File: src/rtl/pipeline_pkg.sv
// Shared definitions for the front-pipeline stall controller.
// Latency: n/a (types and constants only).
// Backpressure: n/a.
//
// Contents: FSM/action encodings, NOP instruction, default control-word
// width, the IF/ID register layout and the priority action selector.
package pipeline_pkg;

  // Action / state encodings. The FSM state is simply the action taken on
  // the previous edge, so one encoding serves both.
  localparam logic [1:0] ST_RUN    = 2'd0;
  localparam logic [1:0] ST_BUBBLE = 2'd1;
  localparam logic [1:0] ST_FLUSH  = 2'd2;
  localparam logic [1:0] ST_FREEZE = 2'd3;

  localparam logic [31:0] NOP_INSTR = 32'h0000_0000;

  localparam int DEF_CTRL_W    = 10;
  localparam int DEF_MAX_STALL = 8;

  // IF/ID pipeline register contents.
  typedef struct packed {
    logic [31:0] pc_plus4;
    logic [31:0] instr;
    logic        valid;
  } ifid_t;

  localparam ifid_t IFID_RESET = '{pc_plus4: 32'h0, instr: NOP_INSTR, valid: 1'b0};

  // Strict priority: memory freeze beats branch flush beats load-use bubble.
  // A flush wins over a bubble because the stalled instruction is being
  // squashed anyway; the hazard unit re-raises the stall if still needed.
  function automatic logic [1:0] select_action(input logic mem_busy,
                                               input logic branch_taken,
                                               input logic hazard_stall);
    logic [1:0] act;
    act = ST_RUN;
    if (mem_busy)          act = ST_FREEZE;
    else if (branch_taken) act = ST_FLUSH;
    else if (hazard_stall) act = ST_BUBBLE;
    return act;
  endfunction

endpackage

File: src/rtl/sat_counter.sv
// Saturating up-counter with synchronous clear.
// Latency: count reflects inc/clr one edge later.
// Backpressure: none; once all-ones, further increments are ignored.
//
// Ports: clk, rst_n (sync, active-low), clr (sync clear, wins over inc),
//        inc (increment enable), count (current value).
module sat_counter #(
  parameter int W = 32
) (
  input  logic         clk,
  input  logic         rst_n,
  input  logic         clr,
  input  logic         inc,
  output logic [W-1:0] count
);

  logic [W-1:0] cnt_q;
  logic         at_max;

  assign at_max = &cnt_q;
  assign count  = cnt_q;

  // The register is only written when it actually changes; holding is
  // implicit so the value is never disturbed by idle cycles.
  always_ff @(posedge clk) begin
    if (!rst_n) begin
      cnt_q <= '0;
    end else if (clr) begin
      cnt_q <= '0;
    end else if (inc && !at_max) begin
      cnt_q <= cnt_q + W'(1);
    end
  end

endmodule

File: src/rtl/pipeline_stall_ctrl.sv
// Front-pipeline stall/flush controller owning the IF/ID and ID/EX control registers.
// Latency: pc_write combinational; IF/ID, ID/EX, state and counters update one edge later.
// Backpressure: mem_busy freezes everything (requests not latched, upstream must hold);
//               hazard_stall holds IF/ID and the PC while inserting an ID/EX bubble.
//
// Ports:
//   clk, rst_n                          clock, synchronous active-low reset
//   hazard_stall, branch_taken, mem_busy requests (priority mem_busy > branch > hazard)
//   if_pc_plus4, if_instr               fetched instruction and its PC+4
//   id_ctrl                             decoded control word of the ID instruction
//   pc_write                            PC register enable
//   ifid_pc_plus4, ifid_instr, ifid_valid  IF/ID register
//   idex_ctrl, idex_valid               ID/EX control register
//   state                               action taken on the previous edge
//   stall_count, flush_count            saturating BUBBLE / FLUSH cycle counters
//   stall_timeout                       sticky: MAX_STALL consecutive non-RUN cycles seen
module pipeline_stall_ctrl
  import pipeline_pkg::*;
#(
  parameter int CTRL_W    = DEF_CTRL_W,
  parameter int MAX_STALL = DEF_MAX_STALL
) (
  input  logic              clk,
  input  logic              rst_n,
  input  logic              hazard_stall,
  input  logic              branch_taken,
  input  logic              mem_busy,
  input  logic [31:0]       if_pc_plus4,
  input  logic [31:0]       if_instr,
  input  logic [CTRL_W-1:0] id_ctrl,
  output logic              pc_write,
  output logic [31:0]       ifid_pc_plus4,
  output logic [31:0]       ifid_instr,
  output logic              ifid_valid,
  output logic [CTRL_W-1:0] idex_ctrl,
  output logic              idex_valid,
  output logic [1:0]        state,
  output logic [31:0]       stall_count,
  output logic [31:0]       flush_count,
  output logic              stall_timeout
);

  logic [1:0]        act;
  logic [1:0]        state_q;
  ifid_t             ifid_q;
  ifid_t             ifid_d;
  logic [CTRL_W-1:0] idex_ctrl_q;
  logic [CTRL_W-1:0] idex_ctrl_d;
  logic              idex_valid_q;
  logic              idex_valid_d;
  logic [7:0]        run_len;
  logic              non_run;
  logic              wd_hit;
  logic              timeout_q;

  // ------------------------------------------------------------------
  // Action selection and PC enable
  // ------------------------------------------------------------------
  assign act     = select_action(mem_busy, branch_taken, hazard_stall);
  assign non_run = (act != ST_RUN);

  // The PC advances on RUN and on FLUSH (the branch target is loaded);
  // it is held during a bubble or freeze and forced low in reset.
  assign pc_write = rst_n && ((act == ST_RUN) || (act == ST_FLUSH));

  // ------------------------------------------------------------------
  // Next-value logic for the pipeline registers
  // ------------------------------------------------------------------
  always_comb begin
    ifid_d       = ifid_q;
    idex_ctrl_d  = idex_ctrl_q;
    idex_valid_d = idex_valid_q;
    case (act)
      ST_RUN: begin
        ifid_d       = '{pc_plus4: if_pc_plus4, instr: if_instr, valid: 1'b1};
        idex_ctrl_d  = id_ctrl;
        idex_valid_d = 1'b1;
      end
      ST_FLUSH: begin
        // The wrong-path fetch is squashed; the branch itself still moves on.
        ifid_d       = IFID_RESET;
        idex_ctrl_d  = id_ctrl;
        idex_valid_d = 1'b1;
      end
      ST_BUBBLE: begin
        // IF/ID holds the dependent instruction; EX receives a NOP.
        idex_ctrl_d  = '0;
        idex_valid_d = 1'b0;
      end
      default: begin
        // FREEZE: everything holds.
      end
    endcase
  end

  always_ff @(posedge clk) begin
    if (!rst_n) begin
      state_q      <= ST_RUN;
      ifid_q       <= IFID_RESET;
      idex_ctrl_q  <= '0;
      idex_valid_q <= 1'b0;
    end else begin
      state_q      <= act;
      ifid_q       <= ifid_d;
      idex_ctrl_q  <= idex_ctrl_d;
      idex_valid_q <= idex_valid_d;
    end
  end

  // ------------------------------------------------------------------
  // Performance counters and watchdog run length
  // ------------------------------------------------------------------
  sat_counter #(.W(32)) u_stall_cnt (
    .clk   (clk),
    .rst_n (rst_n),
    .clr   (1'b0),
    .inc   (act == ST_BUBBLE),
    .count (stall_count)
  );

  sat_counter #(.W(32)) u_flush_cnt (
    .clk   (clk),
    .rst_n (rst_n),
    .clr   (1'b0),
    .inc   (act == ST_FLUSH),
    .count (flush_count)
  );

  // Consecutive non-RUN edges; any RUN edge restarts the count.
  sat_counter #(.W(8)) u_run_len (
    .clk   (clk),
    .rst_n (rst_n),
    .clr   (!non_run),
    .inc   (non_run),
    .count (run_len)
  );

  // The flag sets on the same edge the run length reaches MAX_STALL, so it is
  // computed from the pre-increment value. The 9-bit sum keeps a saturated
  // run length of 255 from wrapping.
  assign wd_hit = non_run && (({1'b0, run_len} + 9'd1) >= 9'(MAX_STALL));

  always_ff @(posedge clk) begin
    if (!rst_n) begin
      timeout_q <= 1'b0;
    end else if (wd_hit) begin
      timeout_q <= 1'b1;
    end
  end

  // ------------------------------------------------------------------
  // Outputs
  // ------------------------------------------------------------------
  assign ifid_pc_plus4 = ifid_q.pc_plus4;
  assign ifid_instr    = ifid_q.instr;
  assign ifid_valid    = ifid_q.valid;
  assign idex_ctrl     = idex_ctrl_q;
  assign idex_valid    = idex_valid_q;
  assign state         = state_q;
  assign stall_timeout = timeout_q;

endmodule

File: config.mk
export PLATFORM = sky130hd
export DESIGN_NAME = pipeline_stall_ctrl
export DESIGN_NICKNAME = d
export VERILOG_FILES = /design/src/rtl/pipeline_pkg.sv /design/src/rtl/sat_counter.sv /design/src/rtl/pipeline_stall_ctrl.sv
export SDC_FILE = /design/constraint.sdc
export NUM_CORES = 1
export LEC_CHECK = 0
export ABC_CLOCK_PERIOD_IN_PS = 4200
export BUFFER_PORTS_ARGS = -buffer_cell sky130_fd_sc_hd__clkbuf_2
export CELL_PAD_IN_SITES_DETAIL_PLACEMENT = 1
export CELL_PAD_IN_SITES_GLOBAL_PLACEMENT = 1
export CORE_UTILIZATION = 39
export DETAILED_ROUTE_END_ITERATION = 16
export GPL_TIMING_DRIVEN = 1
export MAX_ROUTING_LAYER = met4
export PLACE_DENSITY_LB_ADDON = 0.3
export SLEW_MARGIN = 20
export SYNTH_ARGS = -nofsm -noshare
export SYNTH_HDL_FRONTEND = slang
export SYNTH_SLANG_ARGS = --single-unit
File: constraint.sdc
create_clock -name clk -period 4.2 [get_ports clk]
set_clock_uncertainty 0.15 [all_clocks]
set_input_delay 0.42 -clock clk [delete_from_list [all_inputs] [get_ports clk]]
set_output_delay 0.42 -clock clk [all_outputs]
set_load 0.02 [all_outputs]
==> results of run 1 <==
[path summary, 6_finish.rpt]
| check | from | endpoint | cells past startpoint |
|---|---|---|---|
| max reg2reg | u_flush_cnt.count[24]$_SDFFE_PN0P_ | u_flush_cnt.count[4]$_SDFFE_PN0P_ | 5 |
| min reg2reg | ifid_valid$_SDFFE_PN0P_ | ifid_valid$_SDFFE_PN0P_ | 1 |
| min | if_pc_plus4[28] | ifid_pc_plus4[28]$_SDFFE_PN0P_ | 2 |
| max | u_flush_cnt.count[24]$_SDFFE_PN0P_ | u_flush_cnt.count[4]$_SDFFE_PN0P_ | 5 |
[power breakdown]
group / leakage (nW) / switching, W / total (W) / internal, W
clock: 0.273 / 0.000634 / 0.00153 / 0.000897
sequential: 1.22 / 0.0000190 / 0.00148 / 0.00146
combinational: 1.82 / 0.000114 / 0.000185 / 0.0000706
[metrics by stage]
step	total power [W]	cell area [um2]	setup WS [ns]
2_1_floorplan	0.001609	6120	2.036
5_1_grt	0.003312	7933	1.292
4_1_cts	0.003236	7933	1.469
3_5_place_dp	0.001697	7343	1.450
3_3_place_gp	0.001689	7343	1.580
6_report	0.003195	7933	1.459
[cells by family after synthesis]
| logic type | after synthesis | share of synthesized area |
|---|---|---|
| AO/OA/AOI/OAI | 178 | 0.2180 |
| AND/OR/NAND/NOR | 222 | 0.2108 |
| multiplexers | 10 | 0.01636 |
| flip-flops | 151 | 0.4940 |
| XOR/XNOR | 11 | 0.01574 |
| adder cells (fa/ha/maj) | 3 | 0.006134 |
| buffers and inverters | 45 | 0.03905 |
[flip-flops by register name, indices dropped and copies added, names as in the netlist]
register,flops
ifid_instr,32
stall_timeout,1
idex_ctrl,10
u_flush_cnt.count,32
ifid_valid,1
idex_valid,1
u_stall_cnt.count,32
state,2
u_run_len.count,8
ifid_pc_plus4,32
[final cells by class]
type                       count  area [um2]
fill                        1802        7326
sequential                   151        3023
multi-input combinational    424        2878
timing repair buffer         228        1156
clock buffer                  19       442.9
tap                          211       264.0
clock inverter                13       146.4
inverter                       6       22.52
[cells in the final DEF (no fill, tap or decap), types with 3 or more instances in the layout]
cell type | netlist | final
mux2i_1 | 10 | 10
clkinvlp_4 | 0 | 5
inv_6 | 0 | 3
nand2_1 | 41 | 41
o31ai_1 | 11 | 11
xnor2_1 | 7 | 7
dfxtp_1 | 151 | 151
a22o_1 | 74 | 74
and4_1 | 13 | 13
xor2_1 | 4 | 4
nor4_1 | 9 | 9
o21bai_1 | 3 | 3
nor2_1 | 23 | 21
nor3b_1 | 3 | 3
a21oi_2 | 7 | 7
nand2b_1 | 12 | 12
buf_4 | 1 | 6
or3_1 | 19 | 19
or4_1 | 13 | 13
nor3_1 | 9 | 8
ha_1 | 3 | 3
and2_1 | 5 | 5
nor4b_1 | 3 | 3
or3_2 | 8 | 8
o21ai_0 | 21 | 21
o21ai_2 | 7 | 7
o211ai_1 | 6 | 6
nand4_1 | 16 | 16
inv_1 | 5 | 5
and3_1 | 9 | 9
clkbuf_16 | 0 | 17
o21a_1 | 4 | 4
nand3_1 | 27 | 27
clkbuf_2 | 0 | 222
a21oi_1 | 34 | 34
nor2b_1 | 3 | 3
[layer usage]
layer | up-vias | track usage | wire length (um)
met1 | 2794 | 0.2693 | 7825
met3 | 21 | 0.05486 | 812
met4 | 0 | 0.08333 | 269
li1 | 2762 | - | -
met2 | 165 | 0.4092 | 9336
met5 | - | - | 0
[synthesized netlist by cell type (2+ instances only)]
master     instances  area, um2
a21o_1             2      15.01
a21oi_1           34      170.2
a21oi_2            7      61.31
a22o_1            74      648.1
and2_1             5      31.28
and3_1             9      56.30
and4_1            13      113.9
buf_2              5      25.02
buf_6              4      45.04
clkbuf_1          25      93.84
dfxtp_1          151       3023
ha_1               3      37.54
inv_1              5      18.77
mux2i_1           10      100.1
nand2_1           41      153.9
nand2b_1          12      75.07
nand3_1           27      135.1
nand4_1           16      100.1
nor2_1            23      86.33
nor2b_1            3      18.77
nor3_1             9      45.04
nor3b_1            3      22.52
nor4_1             9      56.30
nor4b_1            3      26.28
o2111ai_1          2      17.52
o211ai_1           6      45.04
o21a_1             4      30.03
o21ai_0           21      105.1
o21ai_2            7      61.31
o21bai_1           3      22.52
o31ai_1           11      82.58
o41ai_1            2      17.52
or3_1             19      118.9
or3_2              8      60.06
or4_1             13      97.59
xnor2_1            7      61.31
xor2_1             4      35.03
[worst max-delay path, stage by stage (launching register included)]
cell     delay (ns)
dfxtp_1        0.48
nand4_1        0.20
or4_1          0.73
nor3_4         0.73
or3_2          0.26
a21oi_2        0.05
==> impl_metrics.ini, run 1 <==
[run_status]
status = completed

[floorplan]
start_util = 0.4011
die_area_um2 = 16200
ios = 223
num_rows = 45
die_h_um = 127.3
core_area_um2 = 15260
die_w_um = 127.3

[place]
placedCellCount = 1020
hpwl_um = 13070
place.gp.congestion = 0.8609
numPortBuffers = 222

[clock_network]
cts_buffer_depth = 2
cts_inserted_buffers = 17
cts_tree = yes
cts_root_buffer = clkbuf_16
htreeDepth = 4
cts.clk_slew.worst_paths_ns = 0.06
cts_sinks = 151
worst_skew_pair.late_latency_ns = 0.42
cts_resized = 0
postCtsSetupBuffers = 0
cts_hold_buf = 0

[synth]
yosysSeqAreaShare = 0.4940
ys.flop_type = dfxtp_1
yosysUniqueCellTypes = 57
synth_edf_count = 0
netlist_area_um2 = 6120
avgSynthCellArea_um2 = 9.870
syn-instance-count = 620
yosys_warnings = 0
synth-seq-cells = 151
async_flop_share = 0
synth_nets = 702

[worst_setup_path]
critPathKind = reg -> reg
required_ns = 4.33
start_kind = flip-flop
crit_path_max_fanout = 21
endpoint_kind = flip-flop
reg2reg_slack_ns = 1.46
worstPathArrival_ns = 2.87

[sta]
rsz0062_at_grt = false
timing.final.crit_share = 0.6527
final_max_slew_viol_count = 0
setup_violations = 0
relSlewSlack = 0.3841
fmax_mhz = 364.8
fin_crit_ns = 2.741
tns_ns = 0
holdWs_ns = 0.05314
worstMarginPinSlew_ns = 0.9230
final_hold_viol_count = 0

[finish]
layout-drive-gt1-share = 0.3460
postLayoutCoreUtil = 0.5199
syn_to_final_growth_pct = 29.63
layout.cells.non_filler = 1052
layout.nets = 910
diodes = 0

[global_routing]
grt_max_degree = 53
overflow = 0
grt_pass1_wl_um = 29500
grtUsageTotal = 0.2374
grt_pass1_vias = 5776
antenna_found_initial = 0

[hold_path]
hold_path_class = in -> reg

[detailed_routing]
ant_nets = 0
routed_wirelength_um = 18240
vias = 5742
via_per_inst = 5.458
drc = 0
first_iter_violations = 188
wl_per_cell_um = 17.34
firstDrtPassIters = 4

[pwr]
ir_drop_mv = 0.2743
leakagePower_nw = 3.315
power.density_nw_per_um2 = 402.8

[run]
drv_cap = 0
(Power assumes the default switching activity.)
==> run 2, diff against run 1 <==
--- a/config.mk
+++ b/config.mk
@@ -5,11 +5,11 @@
 export SDC_FILE = /design/constraint.sdc
 export NUM_CORES = 1
 export LEC_CHECK = 0
-export ABC_CLOCK_PERIOD_IN_PS = 4200
+export ABC_CLOCK_PERIOD_IN_PS = 2700
 export BUFFER_PORTS_ARGS = -buffer_cell sky130_fd_sc_hd__clkbuf_2
 export CELL_PAD_IN_SITES_DETAIL_PLACEMENT = 1
 export CELL_PAD_IN_SITES_GLOBAL_PLACEMENT = 1
-export CORE_UTILIZATION = 39
+export CORE_UTILIZATION = 37
 export DETAILED_ROUTE_END_ITERATION = 16
 export GPL_TIMING_DRIVEN = 1
 export MAX_ROUTING_LAYER = met4
==> constraint.sdc (replaced) <==
create_clock -name clk -period 2.7 [get_ports clk]
set_clock_uncertainty 0.15 [all_clocks]
set_input_delay 0.27 -clock clk [delete_from_list [all_inputs] [get_ports clk]]
set_output_delay 0.27 -clock clk [all_outputs]
set_load 0.02 [all_outputs]
==> run 2 against run 1 <==
  * Via count grew 8.4%
  * Critical path depth grew 1
  * Setup slack lost 1.1 ns
  * Core utilization grew 3.0 points
  * Routed wire length grew 18%
  * Power grew 62%
  * Sequential share of layout area shrank 3.7 points
  * Critical endpoint is now u_flush_cnt.count[18]$_SDFFE_PN0P_
  * Highest routed layer unchanged
==> impl_metrics.ini, run 2 (synthesis results as in run 1) <==
[run_status]
status = completed

[worst_setup_path]
critPathKind = reg -> reg
start_kind = flip-flop
timing.rr.start = u_flush_cnt.count[0]$_SDFFE_PN0P_
critical_path.slowest_cell = dfxtp_1
cp_slowest_stage_delay_ns = 0.41
path_buf_inv = 0
required_ns = 2.83
crit_path_max_fanout = 10
r2r_end = u_flush_cnt.count[18]$_SDFFE_PN0P_
path_delay_family = simple AND/OR/NAND/NOR gates
ff2ff_path_depth = 6
path_cells = ha_1 > and4_1 > nand3_1 > nand2b_1 > o311ai_0 > o41ai_1
reg2reg_slack_ns = 0.32
endpoint_kind = flip-flop
worstPathArrival_ns = 2.51

[global_routing]
grt_pass1_wl_um = 33440
antenna_found_initial = 2
grt_use_met1 = 0.2954
grt_pass1_vias = 6388
grtUsageTotal = 0.2640
overflow = 0
busiest_layer = met2
grt_max_degree = 66
use_met3 = 0.05578
gr-usage-met2 = 0.4507

[clock_network]
cts.clk_slew.worst_paths_ns = 0.06
cts_sinks = 151
cts_tree = yes
cts_buffer_depth = 2
cts_root_buffer = clkbuf_16
htreeDepth = 4
cts_resized = 0
postCtsSetupBuffers = 0
worst_skew_pair.late_latency_ns = 0.42
cts_inserted_buffers = 17
cts_hold_buf = 74

[sta]
setup_violations = 0
fin_crit_ns = 2.382
timing.final.crit_share = 0.8822
fmax_mhz = 419.8
final_max_slew_viol_count = 0
rsz0062_at_grt = false
tns_ns = 0
final_hold_viol_count = 0
worstMarginPinSlew_ns = 0.8999
relSlewSlack = 0.3994

[finish]
final_common_cell = clkbuf_2
final_area_um2 = 8791
layout-drive-gt1-share = 0.3239
layout.nets = 992
final_cell_mix = clkbuf_2 (222), dfxtp_1 (151), a22o_1 (74), dlygate4sd3_1 (74), nand2_1 (41)
syn_to_final_growth_pct = 43.65
fillerInstances = 1852

[place]
hpwl_um = 13600
post_dp_cell_area_um2 = 7435
place.gp.congestion = 0.8541
numPortBuffers = 222

[pwr]
ir_drop_mv = 0.4481
power.density_nw_per_um2 = 588.1
leakagePower_nw = 3.695
p_total_w = 0.005170

[floorplan]
start_util = 0.3825
die_area_um2 = 17060
core_area_um2 = 16000
die_w_um = 130.6
num_rows = 46
ios = 223
die_h_um = 130.6

[hold_path]
hold_depth = 3
min_to = state[1]$_SDFF_PN0_
min_from = branch_taken
hold_path_class = in -> reg

[run]
drv_cap = 0

[detailed_routing]
vias = 6226
routed_wirelength_um = 21610
ant_nets = 0
drc = 0
firstDrtPassIters = 4
first_iter_violations = 191
wl_per_cell_um = 18.94
via_per_inst = 5.457
run 2: report_power, final:
group / internal (W) / leakage (nW) / switching (W)
logic: 0.000187 / 2.18 / 0.000213
registers: 0.00227 / 1.22 / 0.0000333
clock network: 0.00149 / 0.295 / 0.000973
total: 0.00395 / 3.69 / 0.00122
run 2: per-stage QoR:
step                instances  setup WS (ns)    util  hold WS (ns)
finish                   1141         0.3182  0.5494       0.01401
global placement         1033         0.4706  0.4647        0.2832
floorplan                 620         0.5362       -        0.2407
CTS                      1139         0.3211  0.5491      0.003689
detailed placement       1033         0.3399  0.4647        0.3154
global route             1141        0.05168  0.5494       0.04539
run 2: per-layer routing:
layer	wire, um	part of all wire
met1	8792	0.41
met2	11010	0.51
met3	1095	0.051
met4	714	0.033
met5	0	0
run 2: final cells by class:
| cell class | count | area, um2 | share of cell area |
|---|---|---|---|
| flip-flops and latches | 151 | 3023 | 0.3439 |
| repair buffers | 310 | 1982 | 0.2254 |
| diodes | 2 | 5.005 | 0.0005693 |
| well taps | 216 | 270.3 | 0.03074 |
| clock buffers | 19 | 442.9 | 0.05038 |
| inverters | 6 | 22.52 | 0.002562 |
| multi-input cells | 424 | 2878 | 0.3274 |
| clock inverters | 13 | 167.7 | 0.01907 |
run 2: how the worst max path moves through the flow:
| stage | startpoint | endpoint | slack, ns | depth (start not counted) |
|---|---|---|---|---|
| 6_report | u_flush_cnt.count[0]$_SDFFE_PN0P_ | u_flush_cnt.count[18]$_SDFFE_PN0P_ | 0.32 | 6 |
| 5_1_grt | u_stall_cnt.count[0]$_SDFFE_PN0P_ | u_stall_cnt.count[31]$_SDFFE_PN0P_ | 0.05 | 6 |
| 3_3_place_gp | u_stall_cnt.count[0]$_SDFFE_PN0P_ | u_stall_cnt.count[27]$_SDFFE_PN0P_ | 0.47 | 6 |
| 3_5_place_dp | u_flush_cnt.count[0]$_SDFFE_PN0P_ | u_flush_cnt.count[18]$_SDFFE_PN0P_ | 0.34 | 6 |
| 4_1_cts | u_flush_cnt.count[0]$_SDFFE_PN0P_ | u_flush_cnt.count[18]$_SDFFE_PN0P_ | 0.32 | 6 |
| 2_1_floorplan | u_flush_cnt.count[20]$_SDFFE_PN0P_ | u_flush_cnt.count[19]$_SDFFE_PN0P_ | 0.54 | 7 |
run 2: tightest hold or removal path, cell delays in order:
cell	delay, ns
clkbuf_2	0.14
nor2_1	0.06
nor2_1	0.07
